File: src/rtl/fetch.sv
// rtl/fetch.sv - instruction fetch: one outstanding memory request, 2-entry {pc, inst} queue to decode
module fetch #(
   parameter logic [63:0] RESET_PC = 64'h0000_0000_8000_0000
) (
   input  logic        i_Clk,
   input  logic        i_Rst,
   output logic        o_IReqValid_1,
   output logic [63:0] o_IReqAddr_64,
   input  logic        i_IReqReady_1,
   input  logic        i_IRespValid_1,
   input  logic [31:0] i_IRespData_32,
   input  logic        i_Redirect_1,
   input  logic [63:0] i_RedirectPC_64,
   output logic        o_DecValid_1,
   input  logic        i_DecReady_1,
   output logic [63:0] o_PC_64,
   output logic [31:0] o_Inst_32
);

   typedef enum logic [1:0] {S_REQ, S_WAIT, S_DRAIN} state_t;

   state_t      state_q, state_d;
   logic [63:0] fetch_pc_q, fetch_pc_d;
   logic [63:0] cap_pc_q;
   logic [63:0] fifo_pc   [2];
   logic [31:0] fifo_inst [2];
   logic        rd_ptr_q, wr_ptr_q;
   logic [1:0]  count_q;
   logic        req_hs, push, pop;
   logic        unused_redirect_lsbs;

   assign unused_redirect_lsbs = ^i_RedirectPC_64[1:0];

   assign o_IReqValid_1 = !i_Rst && (state_q == S_REQ) && (count_q != 2'd2) && !i_Redirect_1;
   assign o_IReqAddr_64 = fetch_pc_q;
   assign o_DecValid_1  = !i_Rst && (count_q != 2'd0) && !i_Redirect_1;
   assign o_PC_64       = fifo_pc[rd_ptr_q];
   assign o_Inst_32     = fifo_inst[rd_ptr_q];

   assign req_hs = o_IReqValid_1 && i_IReqReady_1;
   assign push   = (state_q == S_WAIT) && i_IRespValid_1 && !i_Redirect_1;
   assign pop    = o_DecValid_1 && i_DecReady_1;

   // A response in WAIT or DRAIN always returns to REQ; redirect only decides whether it is kept.
   always_comb begin
      state_d    = state_q;
      fetch_pc_d = fetch_pc_q;
      case (state_q)
         S_REQ:   if (req_hs) state_d = S_WAIT;
         S_WAIT:  begin
            if (i_IRespValid_1)    state_d = S_REQ;
            else if (i_Redirect_1) state_d = S_DRAIN;
         end
         S_DRAIN: if (i_IRespValid_1) state_d = S_REQ;
         default: state_d = S_REQ;
      endcase
      if (i_Redirect_1)
         fetch_pc_d = {i_RedirectPC_64[63:2], 2'b00};
      else if (req_hs)
         fetch_pc_d = fetch_pc_q + 64'd4;
   end

   always_ff @(posedge i_Clk) begin
      if (i_Rst) begin
         state_q    <= S_REQ;
         fetch_pc_q <= RESET_PC;
         count_q    <= 2'd0;
         rd_ptr_q   <= 1'b0;
         wr_ptr_q   <= 1'b0;
      end else begin
         state_q    <= state_d;
         fetch_pc_q <= fetch_pc_d;
         if (i_Redirect_1) begin
            count_q  <= 2'd0;
            rd_ptr_q <= 1'b0;
            wr_ptr_q <= 1'b0;
         end else begin
            if (push) wr_ptr_q <= ~wr_ptr_q;
            if (pop)  rd_ptr_q <= ~rd_ptr_q;
            count_q <= count_q + {1'b0, push} - {1'b0, pop};
         end
      end
   end

   // Payload storage needs no reset: count gates every use of it.
   always_ff @(posedge i_Clk) begin
      if (req_hs) cap_pc_q <= fetch_pc_q;
      if (push) begin
         fifo_pc[wr_ptr_q]   <= cap_pc_q;
         fifo_inst[wr_ptr_q] <= i_IRespData_32;
      end
   end

endmodule

File: config.mk
export PLATFORM = sky130hd
export DESIGN_NAME = fetch
export DESIGN_NICKNAME = d
export VERILOG_FILES = /design/src/rtl/fetch.sv
export SDC_FILE = /design/constraint.sdc
export NUM_CORES = 1
export LEC_CHECK = 0
export ABC_AREA = 1
export CAP_MARGIN = 10
export CORE_MARGIN = 2
export CORE_UTILIZATION = 40
export DETAILED_ROUTE_END_ITERATION = 8
export SLEW_MARGIN = 20
export SYNTH_ARGS = -nofsm -noshare
export SYNTH_HDL_FRONTEND = slang
export SYNTH_SLANG_ARGS = --single-unit
File: constraint.sdc
create_clock -name i_Clk -period 7.5 [get_ports i_Clk]
set_input_delay 1.125 -clock i_Clk [delete_from_list [all_inputs] [get_ports i_Clk]]
set_output_delay 1.125 -clock i_Clk [all_outputs]
set_load 0.005 [all_outputs]
# Word-level counts from Yosys, hierarchy flattened
# Memories as Yosys holds them, arrays and structs flattened. A register that Yosys moved wholly into a read port is not among the register bits.
# Index checks and enable logic that the tools add are counted.
# totals
inputBits	102
mem_bits_rw	192
out_inout_bits	162
wordCells	49
rom_bits	0
register_bits	134
latch_bits	0
n_memories	2
# mem_list
memory	depth	width	rd	rd_clocked_by_memory_dff	wr	line_no	source
fifo_pc	2	64	1	1	1	25	logic [63:0] fifo_pc [2];
fifo_inst	2	32	1	1	1	26	logic [31:0] fifo_inst [2];
# op_classes
n_reduce_logical	16
multipliers	0
n_lt_le_gt_ge	0
add_sub_neg	3
shift	0
n_div	0
n_eq_ne	6
bitwise_logic	2
muxes	13
# ops
cell	count
$mux 64	2
$add 64x3->64 const B	1
$logic_and 1x1->1	9
$mux 2	4
$mux 1	6
$ne 2x2->1 const B	3
$pmux 2 s3	1
$reduce_bool 2->1	2
$ne 3x3->1 const B	1
$reduce_and 3->1	1
$add 2x1->2	1
$eq 2x1->1 const B	1
$eq 2x2->1 const B	1
$logic_not 1->1	2
$logic_not 2->1	1
$not 1->1	2
$reduce_or 2->1	1
$sub 2x1->2	1

# Logic depth before layout (Yosys ltp)
# depth
word_depth	7
depth_mapped	12
depth_no_buf	11

# Least setup slack after synthesis
# No wires, ideal clock.
# synth_timing
kind	input -> register
start	in i_Redirect_1
end	mem fifo_inst[0][0], enable pin
path_slack_ns	1.495
arrival_time_ns	5.457
t_required_ns	6.952
path_stages	4
path_buffers	1
setup_time_ns	0.548
path_cell_list	buf_4 > inv_1 > nand3_1 > nor2_1
# synth_via
elab_chain_len	4
# synth_rtl
element	line_no	source
from (decl)	12	input logic i_Redirect_1,
$logic_not 1->1	41	assign push = (state_q == S_WAIT) && i_IRespValid_1 && !i_Redirect_1;
$logic_and 1x1->1	41	
$mux 1	88	if (push) begin
$mux 1 (not written as such)	90	fifo_inst[wr_ptr_q] <= i_IRespData_32;
to (decl)	26	
# Every way passes these cells.

==> metrics <==
vias per cell=just under 5; Row Count=67; clk_lat worst skew=520 ps; GP Congestion=roughly 0.9; CTS Buffer Depth=3; worst hold start=cap_pc_q[23]; Post-Syn Instances=1234; CTS Sinks=about 320; total chip power=3848 uW; Synth Area in Compound Gates=5.393%; worst r2r src=state_q[0]; first-pass GRT wire length=55830 um; Power Density=216.0 nW/um2; total CTS buffers=36; cts hold-fix bufs=0; Setup TNS Final=0 ps; Leak=0.006133 uW; status=completed; GRT overflow=0; root buffer cell=clkbuf_16; Simple-Gate Fraction of Synth Area=15.18%; CP peak stage delay=~740 ps; critical register-to-register path endpoint=fifo_pc[0][24]; Total GRT Usage=20.53%; startpoint types=flop; vias in the first global route=9645; largest net degree at the start of global routing=68; final hold vios=0; share of cells above drive strength 1=roughly 13%; Crit Path Class=flop to output pin; Core Box Area=33620 um2; combinational family with the most area after synthesis=simple AND/OR/NAND/NOR gates; DRC=0; Achievable Freq=243.9 MHz; Setup-failing EPs final=0; placed cells=between 1500 and 2000; worst rel slew slack=between 30% and 40%; initial core utilization=between 40% and 50%; Post-Synthesis Cell Area=between 10000 and 15000 um2; HP Class=flop to flop; crit-path cells=buf_4 -> mux2_2 -> clkdlybuf4s50_1; DP HPWL=25870 um; Setup WS pre-CTS=2902 ps; sequential fraction of the synthesis area=64.82%; synth warn=0; final critical-path share of the clock period=a little over half; Worst Path Arrival=~3000 ps; Vias=between 9000 and 10000; chip width=189.1 um; Max VDD drop=0.0001205 V; Worst Clk Skew=roughly 14 ps; Worst path slowest cell=buf_4; Setup crit end kind=output pin; number of DRC markers in iteration 0=~560; P&R area growth vs syn=29.92%; Worst Tran Pin Value=924.1 ps; Hold Path Depth=0; port bufs=approximately 260; Post-DRT Antenna Nets=0; Die Ht=189.1 um; unrepaired setup endpoints after global routing=no; Final Net Count=1607; area share of fa/ha/maj cells after synthesis=0.2737%; Finished Layout Cells=roughly 2000; multiplexer share of the synthesized area=7.720%; Synth Area per Inst=11.11 um2; worst reg-to-reg path cell count=5; max cap viols=0; Resize count post-CTS=0; H-Tree Depth=2; WL/cell=18.75 um; DIE AREA=35780 um2; max-slew violation count=0; CTS tree=done; flop2flop setup slack=4830 ps; initial antenna violation count=1; Worst Path Max Fanout=59; DRT Wirelength=37080 um; CP required=between 6000 and 7000 ps; Final WS setup=3400 ps; Tmin final=4100 ps; Post-CTS Setup Inserts=0; worst hold endpoint=fifo_pc[1][23]; total I/O pin count=264; Synth Area in XOR/XNOR=1.469%; number of synthesized register bits=319; synth unique cells=40; Fill cells=3015; 1st-pass router iterations=5; clock slew at the register clock pins of the worst setup and hold paths=approximately 60 ps
[routing by layer]
metal	vias to the layer above	part of all wire (%)	global-route usage, %
met3	59	6.1	4.004
met4	0	2.7	6.370
met5	-	0	0
met1	4720	46	28.64
li1	4705	-	-
met2	291	45	32.40
[final cells by class]
class,count,area (um2),area share [%]
sequential,319,8892,49.92
multi-input combinational,750,4149,23.29
timing repair buffer,266,2630,14.76
clock buffer,46,991.0,5.563
tap,448,560.5,3.147
inverter,129,484.2,2.718
clock inverter,19,105.1,0.5900
antenna,1,2.502,0.01405
[state kept, by name, indices dropped and copies added (netlist names), named ones only]
register	count
wr_ptr_q	1
count_q	2
rd_ptr_q	1
fifo_inst	64
fifo_pc	124
state_q	2
o_IReqAddr_64	62
cap_pc_q	62
[power by group]
group          internal, uW  switching [uW]
Combinational           120             105
Sequential             1940            53.9
Clock                   936             695
[worst max path at each step]
| stage | depth (start not counted) | start | endpoint |
|---|---|---|---|
| floorplan | 4 | i_Redirect_1 | fifo_inst[0][0] |
| global placement | 6 | i_Redirect_1 | fifo_inst[0][31] |
| detailed placement | 6 | i_Redirect_1 | fifo_inst[0][31] |
| CTS | 3 | flop | o_PC_64[21] |
| global route | 6 | i_Redirect_1 | fifo_pc[0][19] |
| finish | 3 | flop | o_PC_64[21] |
[stage by stage]
step | hold WS (ps) | util [%] | area [um2]
after floorplan | 421.5 | - | 13720
after global placement | 421.2 | 49.73 | 16720
after detailed placement | 429.6 | 49.73 | 16720
after CTS | 439.0 | 52.99 | 17810
after global routing | 448.1 | 52.99 | 17810
final | 440.9 | 52.99 | 17810
[Yosys cell counts]
cell        n  share of area (%)
nor2_4      6               0.49
inv_2       1              0.027
clkbuf_1   14               0.38
buf_2      10               0.37
nand4_1     6               0.27
nor2_8      1               0.15
a21oi_1    39                1.4
nor2_2      3               0.14
buf_6       4               0.33
conb_1      1              0.027
a31oi_1     9               0.41
dfxtp_1    69                 10
o21ai_2     7               0.45
o211ai_1    3               0.16
clkinv_1    1              0.027
nand3b_1    1              0.055
nand2_1   281                7.7
buf_1       3              0.082
mux2_2     94                7.7
and2_1      1              0.046
edfxtp_1  250                 55
a21o_1      1              0.055
clkbuf_2    1              0.036
nand2_2     3               0.14
buf_4       7               0.38
o21ai_1    17               0.62
xor2_1     19                1.2
or2_2       2              0.091
nor2_1    127                3.5
inv_1     127                3.5
nor3_4      1               0.12
o21bai_1    1              0.055
or4_1       1              0.055
o21ai_0    38                1.4
nand3_1    63                2.3
nor3_1      1              0.036
nand3_4     1               0.13
a21oi_2    13               0.83
ha_1        3               0.27
xnor2_1     4               0.26
[kinds of logic after synthesis]
logic type | Yosys count
flops | 319
buf+inv | 168
simple gates | 498
xor+xnor | 23
fa+ha+maj | 3
compound gates | 128
mux | 94
other cells | 1
[placed cells by master (no fill, tap or decap), types with 2 or more instances in the layout]
cell type and n:
nor2_2 3, clkinvlp_4 4, edfxtp_1 250, nand2_2 3
xor2_1 19, buf_4 9, or2_2 2, clkinv_2 5
nand2_1 281, clkbuf_1 7, clkdlybuf4s50_1 255, conb_1 4
a21oi_2 13, nor2_1 125, clkbuf_16 38, dfxtp_1 68
o21ai_0 38, mux2_2 94, nand4_1 6, o21ai_1 17
o21ai_2 7, o211ai_1 3, clkinv_1 10, nor2_4 8
xnor2_1 4, inv_1 127, ha_1 3, a21oi_1 39
nand3_1 63, a31oi_1 9, buf_2 2
[worst max-delay path: cells and delay by family (launching register included)]
kind | cells | cell delay, ps
buffers and inverters | 2 | 1250
DFF | 1 | 730
muxes | 1 | 410
Note: power is estimated with default switching activity, not from simulation.
